==> src/rtl/key_event_sampler_if.sv <==
// Event handshake between the key sampler and its consumer.
// The consumer raises event_ready to take the pending one-hot key event.
interface key_event_sampler_if #(
   parameter int N_KEYS = 4
);
   logic              event_valid;
   logic              event_ready;
   logic [N_KEYS-1:0] event_key;
   logic              event_repeat;

   modport master (
      output event_valid,
      output event_key,
      output event_repeat,
      input  event_ready
   );

   modport slave (
      input  event_valid,
      input  event_key,
      input  event_repeat,
      output event_ready
   );
endinterface

==> src/rtl/key_event_sampler.sv <==
// Synchronises and debounces raw key levels, then emits one-hot press events
// through a single-entry output register, with optional auto-repeat.
module key_event_sampler #(
   parameter int N_KEYS          = 4,
   parameter int ACTIVE_LOW      = 1,
   parameter int DEBOUNCE_CYCLES = 250000,
   parameter int REPEAT_EN       = 0,
   parameter int REPEAT_CYCLES   = 25000000
) (
   input  logic                clock,
   input  logic                reset,
   input  logic [N_KEYS-1:0]   keys_in,
   key_event_sampler_if.master evt,
   output logic [N_KEYS-1:0]   held,
   output logic                overrun
);

   localparam int DB_W = 20;
   localparam int RP_W = 26;
   localparam logic [DB_W-1:0]   DB_LAST  = DB_W'(DEBOUNCE_CYCLES - 1);
   localparam logic [RP_W-1:0]   RP_LAST  = RP_W'(REPEAT_CYCLES - 1);
   localparam logic [N_KEYS-1:0] POLARITY = (ACTIVE_LOW != 0) ? '1 : '0;

   typedef enum logic {IDLE, ARMED} rep_state_t;

   logic [N_KEYS-1:0] sync_p0, sync_p1;
   logic [DB_W-1:0]   db_cnt [N_KEYS];
   logic [N_KEYS-1:0] settle, press, release_k, win;
   logic              any_press, extra_press;

   rep_state_t        state, state_nx;
   logic [N_KEYS-1:0] arm_key, arm_key_nx;
   logic [RP_W-1:0]   rep_cnt, rep_cnt_nx;
   logic              rep_fire;

   logic              busy, new_evt, load, discard, new_rep;
   logic [N_KEYS-1:0] new_key;

   // Stage p0/p1: polarity is folded in ahead of the flops so a cleared
   // synchroniser always reads as "released".
   always_ff @(posedge clock or posedge reset) begin
      if (reset) begin
         sync_p0 <= '0;
         sync_p1 <= '0;
      end else begin
         sync_p0 <= keys_in ^ POLARITY;
         sync_p1 <= sync_p0;
      end
   end

   always_comb begin
      for (int i = 0; i < N_KEYS; i++) begin
         settle[i] = (sync_p1[i] != held[i]) && (db_cnt[i] == DB_LAST);
      end
   end

   // Debounce stage: held toggles once a disagreement has lasted long enough.
   always_ff @(posedge clock or posedge reset) begin
      if (reset) begin
         held <= '0;
         for (int i = 0; i < N_KEYS; i++) db_cnt[i] <= '0;
      end else begin
         for (int i = 0; i < N_KEYS; i++) begin
            if ((sync_p1[i] == held[i]) || settle[i]) db_cnt[i] <= '0;
            else                                      db_cnt[i] <= db_cnt[i] + 1'b1;
            if (settle[i]) held[i] <= ~held[i];
         end
      end
   end

   always_comb begin
      press       = settle & sync_p1;
      release_k   = settle & ~sync_p1;
      win         = press & (-press);
      any_press   = |press;
      extra_press = |(press & ~win);
   end

   // Repeat FSM: state register
   always_ff @(posedge clock or posedge reset) begin
      if (reset) begin
         state   <= IDLE;
         arm_key <= '0;
         rep_cnt <= '0;
      end else begin
         state   <= state_nx;
         arm_key <= arm_key_nx;
         rep_cnt <= rep_cnt_nx;
      end
   end

   // Repeat FSM: output; a fresh press or release of the armed key pre-empts a repeat
   always_comb begin
      rep_fire = (state == ARMED) && (|(held & arm_key)) && !any_press &&
                 !(|(release_k & arm_key)) && (rep_cnt == RP_LAST);
   end

   always_comb begin
      busy    = evt.event_valid && !evt.event_ready;
      new_evt = any_press || rep_fire;
      new_key = any_press ? win : arm_key;
      new_rep = !any_press;
      load    = new_evt && !busy;
      discard = (new_evt && busy) || extra_press;
   end

   // Repeat FSM: next state
   always_comb begin
      state_nx   = state;
      arm_key_nx = arm_key;
      rep_cnt_nx = rep_cnt;
      if (REPEAT_EN == 0) begin
         state_nx   = IDLE;
         arm_key_nx = '0;
         rep_cnt_nx = '0;
      end else if (any_press && load) begin
         state_nx   = ARMED;
         arm_key_nx = win;
         rep_cnt_nx = '0;
      end else if (state == ARMED) begin
         if (|(release_k & arm_key)) begin
            state_nx   = IDLE;
            arm_key_nx = '0;
            rep_cnt_nx = '0;
         end else if (any_press) begin
            rep_cnt_nx = '0;
         end else if (|(held & arm_key)) begin
            rep_cnt_nx = (rep_cnt == RP_LAST) ? '0 : rep_cnt + 1'b1;
         end
      end
   end

   // Output stage: single-entry event register and overrun pulse
   always_ff @(posedge clock or posedge reset) begin
      if (reset) begin
         evt.event_valid  <= 1'b0;
         evt.event_key    <= '0;
         evt.event_repeat <= 1'b0;
         overrun          <= 1'b0;
      end else begin
         overrun <= discard;
         if (load) begin
            evt.event_valid  <= 1'b1;
            evt.event_key    <= new_key;
            evt.event_repeat <= new_rep;
         end else if (evt.event_valid && evt.event_ready) begin
            evt.event_valid  <= 1'b0;
            evt.event_key    <= '0;
            evt.event_repeat <= 1'b0;
         end
      end
   end

endmodule

==> src/flat_wrapper.sv <==
// flat-port wrapper written by rule: the top's interface ports become plain ports
module key_event_sampler_flat 
#(
   parameter int N_KEYS          = 4,
   parameter int ACTIVE_LOW      = 1,
   parameter int DEBOUNCE_CYCLES = 250000,
   parameter int REPEAT_EN       = 0,
   parameter int REPEAT_CYCLES   = 25000000
)
  (clock, reset, keys_in, held, overrun, evt_event_valid, evt_event_key, evt_event_repeat, evt_event_ready);
  key_event_sampler_if #(.N_KEYS(N_KEYS)) evt_i ();
  input  logic clock;
  input  logic reset;
  input  logic [N_KEYS-1:0] keys_in;
  output logic [N_KEYS-1:0] held;
  output logic overrun;
  output wire logic [$bits(evt_i.event_valid)-1:0] evt_event_valid;
  output wire logic [$bits(evt_i.event_key)-1:0] evt_event_key;
  output wire logic [$bits(evt_i.event_repeat)-1:0] evt_event_repeat;
  input wire logic [$bits(evt_i.event_ready)-1:0] evt_event_ready;
  assign evt_event_valid = evt_i.event_valid;
  assign evt_event_key = evt_i.event_key;
  assign evt_event_repeat = evt_i.event_repeat;
  assign evt_i.event_ready = evt_event_ready;
  key_event_sampler #(.N_KEYS(N_KEYS), .ACTIVE_LOW(ACTIVE_LOW), .DEBOUNCE_CYCLES(DEBOUNCE_CYCLES), .REPEAT_EN(REPEAT_EN), .REPEAT_CYCLES(REPEAT_CYCLES)) u_core (.clock(clock), .reset(reset), .keys_in(keys_in), .evt(evt_i), .held(held), .overrun(overrun));
endmodule
==> config.mk <==
export PLATFORM = sky130hd
export DESIGN_NAME = key_event_sampler_flat
export DESIGN_NICKNAME = d
export VERILOG_FILES = /design/src/rtl/key_event_sampler_if.sv /design/src/rtl/key_event_sampler.sv /design/src/flat_wrapper.sv
export SDC_FILE = /design/constraint.sdc
export NUM_CORES = 1
export LEC_CHECK = 0
export BUFFER_PORTS_ARGS = -buffer_cell sky130_fd_sc_hd__clkbuf_2
export CAP_MARGIN = 10
export CORE_ASPECT_RATIO = 1.1
export CORE_MARGIN = 8
export CORE_UTILIZATION = 35
export CTS_CLUSTER_SIZE = 16
export DETAILED_ROUTE_END_ITERATION = 6
export PLACE_DENSITY = 0.51
export SETUP_SLACK_MARGIN = 0.1
export SLEW_MARGIN = 5
export SYNTH_ARGS = -nofsm -noshare
export SYNTH_HDL_FRONTEND = slang
export SYNTH_SLANG_ARGS = --single-unit
==> constraint.sdc <==
create_clock -name clock -period 5.9 [get_ports clock]
set_input_delay 1.18 -clock clock [delete_from_list [all_inputs] [get_ports clock]]
set_output_delay 1.18 -clock clock [all_outputs]
set_load 0.1 [all_outputs]
==> results by group <==
Status
  – Status: finished clean

Finish
  – Area grow syn2layout: 12.7%
  – Ratio of cells with drive above 1 in the final layout: 0.106
  – Filler instances: 1,409
  – Layout Nets: between 500 and 600
  – Final Util: 0.397
  – Ant. Diodes: 0

Synth
  – Sequential cell area fraction in the yosys report: 0.516
  – Synth cell types: 41
  – Syn_area_per_cell: roughly 10 um^2
  – Synth Register Bits: slightly below 100
  – Simple-gate share of the synthesized area: 0.277
  – Syn_nets: 484
  – Syn Std Cell Area: 0.00480 mm^2
  – Yosys synthesis warning count: 0
  – Adder-cell share of the synthesized area: 0.0104
  – Synth Area in Compound Gates: 0.0430
  – Largest family of logic cells by synthesized area: simple AND/OR/NAND/NOR gates
  – Primary FF master, synth: dfrtp_1
  – Post-synth EDFFs: 0
  – Async set or reset register ratio after synthesis: 1.00
  – Area share of xor/xnor cells in the synthesized design: 0.124
  – Mapped Cells: 473
  – Multiplexer share of the synthesized area: 0.00938

Floorplan
  – Die width: between 100 and 150 um
  – Initial Util: 0.353
  – I/O Pins: 18
  – Core area: 0.0136 mm^2
  – DIE HEIGHT: approximately 140 um
  – DIE AREA: roughly 0.018 mm^2
  – Num rows: 45

Routing
  – Avg Vias per Cell: 4.90
  – DR iter-0 viols: 200
  – DRC Markers: 0
  – Final ANT Viol Nets: 0
  – First-pass iteration count of the detailed router: 4
  – Routed WL: a little over 9000 um
  – Wirelength per Cell: 13.5 um
  – DR vias: 3,365

CTS
  – Resize count post-CTS: 0
  – H-tree levels: 3
  – CTS Sinks: ~100
  – Root Driver: clkbuf_16
  – Worst-Skew Late Latency: about 0.35 ns
  – Setup bufs post-CTS: 0
  – Clock transition at path regs: 0.07 ns
  – CTS max path bufs: 2
  – Total CTS buffers: 9
  – CTS Hold Buffers Added: 0
  – CTS tree: done

Power and ir drop
  – Total Power: between 0.001 and 0.0015 W
  – Power density cells: 252 mW/mm^2
  – Leak: ~2.3 nW
  – Worst vdd rail ir drop: 0.157 mV

STA
  – Final hold vios: 0
  – Setup Viol. Count Final: 0
  – Final Max Tran Viols: 0
  – Period Utilization, post-route: 0.421
  – Worst-Margin Slew: roughly 0.75 ns
  – Slew margin rel.: 0.497
  – Skew final: about 0.006 ns
  – Setup TNS: 0 ns
  – Period minus WS final: between 2 and 2.5 ns
  – RSZ-0062 raised after global routing: no
  – Fmax: a little over 400 MHz

Critical path
  – Critical path required time: roughly 4.7 ns
  – Critical path launch point: u_core.evt.event_valid
  – CP Max Fanout: 7
  – Worst R2R Setup Slack: around 3.8 ns
  – CP max stage cell: clkbuf_2
  – CP Class: register to primary output
  – CP cell instances: clkbuf_2
  – Worst Path Buf+Inv: 1
  – R2r startpoint: u_core.db_cnt[20]
  – Critical Path Sink Type: primary output
  – Largest delay contributor family on the critical path: buffers and inverters
  – Worst path max stage delay: about 0.51 ns
  – Arrival time worst endpoint: 1.30 ns
  – CP Launch Type: register

Place
  – IO Port Bufs: 17
  – Final Wtd Congestion: 0.776
  – Hpwl dp: about 6500 um

Global route
  – Initial antenna violation count: 0
  – Largest net degree at the start of global routing: 57
  – Remaining Overflow, GRT: 0
  – First-pass GRT wire length: between 15,000 and 20,000 um
  – Vias in the first global route: roughly 3,400
  – Global Route Usage Sum: 0.113

Run
  – MaxCap Viol Count: 0

Min path
  – Hold_sp: u_core.sync_p0[2]
  – Worst min-delay path category: register to register
[path summary, 6_finish.rpt]
| kind | cells after the start | endpoint |
|---|---|---|
| max in group asynchronous | 3 | u_core.db_cnt[72] |
| hold reg to reg | 0 | u_core.sync_p1[2] |
| setup / recovery | 1 | evt_event_valid |
| hold / removal | 0 | u_core.sync_p1[2] |
| setup reg to reg | 6 | u_core.db_cnt[24] |
| min in group asynchronous | 2 | u_core.sync_p0[3] |
[state kept, by name, summed over array words and instances, names as in the netlist]
register and flops:
u_core.evt.event_key 4, u_core.db_cnt 80, u_core.sync_p0 4, u_core.held 4, u_core.sync_p1 4, u_core.overrun 1, u_core.evt.event_valid 1, u_core.evt.event_repeat 1
[kinds of logic (layout without fill, tap and decap cells)]
group | after synthesis | after routing
AO/OA/AOI/OAI | 33 | 33
XOR/XNOR | 68 | 68
adder cells (fa/ha/maj) | 4 | 4
buffers and inverters | 22 | 48
flip-flops | 99 | 99
multiplexers | 4 | 4
AND/OR/NAND/NOR | 243 | 243
[cells in the mapped netlist (2+ instances only)]
cell type / n / share of area
buf_4: 2 / 0.0031
nand3_1: 23 / 0.024
and2_1: 5 / 0.0065
ha_1: 4 / 0.010
o41ai_1: 2 / 0.0036
buf_2: 6 / 0.0063
nand2b_1: 4 / 0.0052
clkbuf_1: 3 / 0.0023
nor4_1: 9 / 0.012
a21oi_1: 9 / 0.0094
nand2_1: 34 / 0.027
o21ai_0: 12 / 0.013
xnor2_1: 28 / 0.051
a22o_1: 3 / 0.0055
nand3_2: 2 / 0.0042
nor2b_1: 4 / 0.0052
and4_1: 10 / 0.018
nor3_1: 9 / 0.0094
inv_1: 11 / 0.0086
xor2_1: 40 / 0.073
nand4_1: 16 / 0.021
o31ai_1: 2 / 0.0031
and3_1: 16 / 0.021
or3_1: 10 / 0.013
nor4b_2: 2 / 0.0063
mux2_2: 4 / 0.0094
nor4_2: 2 / 0.0052
nor2_1: 81 / 0.063
nor4b_1: 10 / 0.018
dfrtp_1: 99 / 0.52
[routing by layer]
layer / vias to the layer above / global-route usage / share of wire
met5: - / 0 / 0
met4: 0 / 0.0508 / 0.020
met3: 14 / 0.0265 / 0.024
met2: 32 / 0.174 / 0.46
met1: 1634 / 0.148 / 0.49
li1: 1685 / - / -
[power by group]
group	total, W	internal [W]	switching [W]	leakage [nW]
registers	0.000698	0.000689	0.00000827	1.35
logic	0.0000562	0.0000135	0.0000427	0.821
clock network	0.000612	0.000353	0.000259	0.144
total	0.00137	0.00106	0.000310	2.32
[cell type report]
class / instances / area, um^2 / share of cell area
clock buffers: 11 / 253 / 0.0467
multi-input cells: 352 / 2230 / 0.412
well taps: 188 / 235 / 0.0434
flip-flops and latches: 99 / 2480 / 0.457
repair buffers: 21 / 115 / 0.0213
clock inverters: 5 / 61.3 / 0.0113
inverters: 11 / 43.8 / 0.00809
[through the flow]
stage	setup slack [ns]	cells	area (um^2)	hold slack [ns]
5_1_grt	3.35	687	5420	0.354
2_1_floorplan	2.13	473	4800	0.331
3_5_place_dp	3.43	671	5100	0.336
3_3_place_gp	3.46	671	5100	0.332
6_report	3.42	687	5420	0.349
4_1_cts	3.40	687	5420	0.352
[cells in the final DEF (no fill, tap or decap), types with 16 or more instances in the layout]
cell and count:
dfrtp_1 99, nor2_1 81, xor2_1 40, nand2_1 34
xnor2_1 28, nand3_1 23, clkbuf_2 17, and3_1 16
nand4_1 16
(Power assumes the default switching activity.)
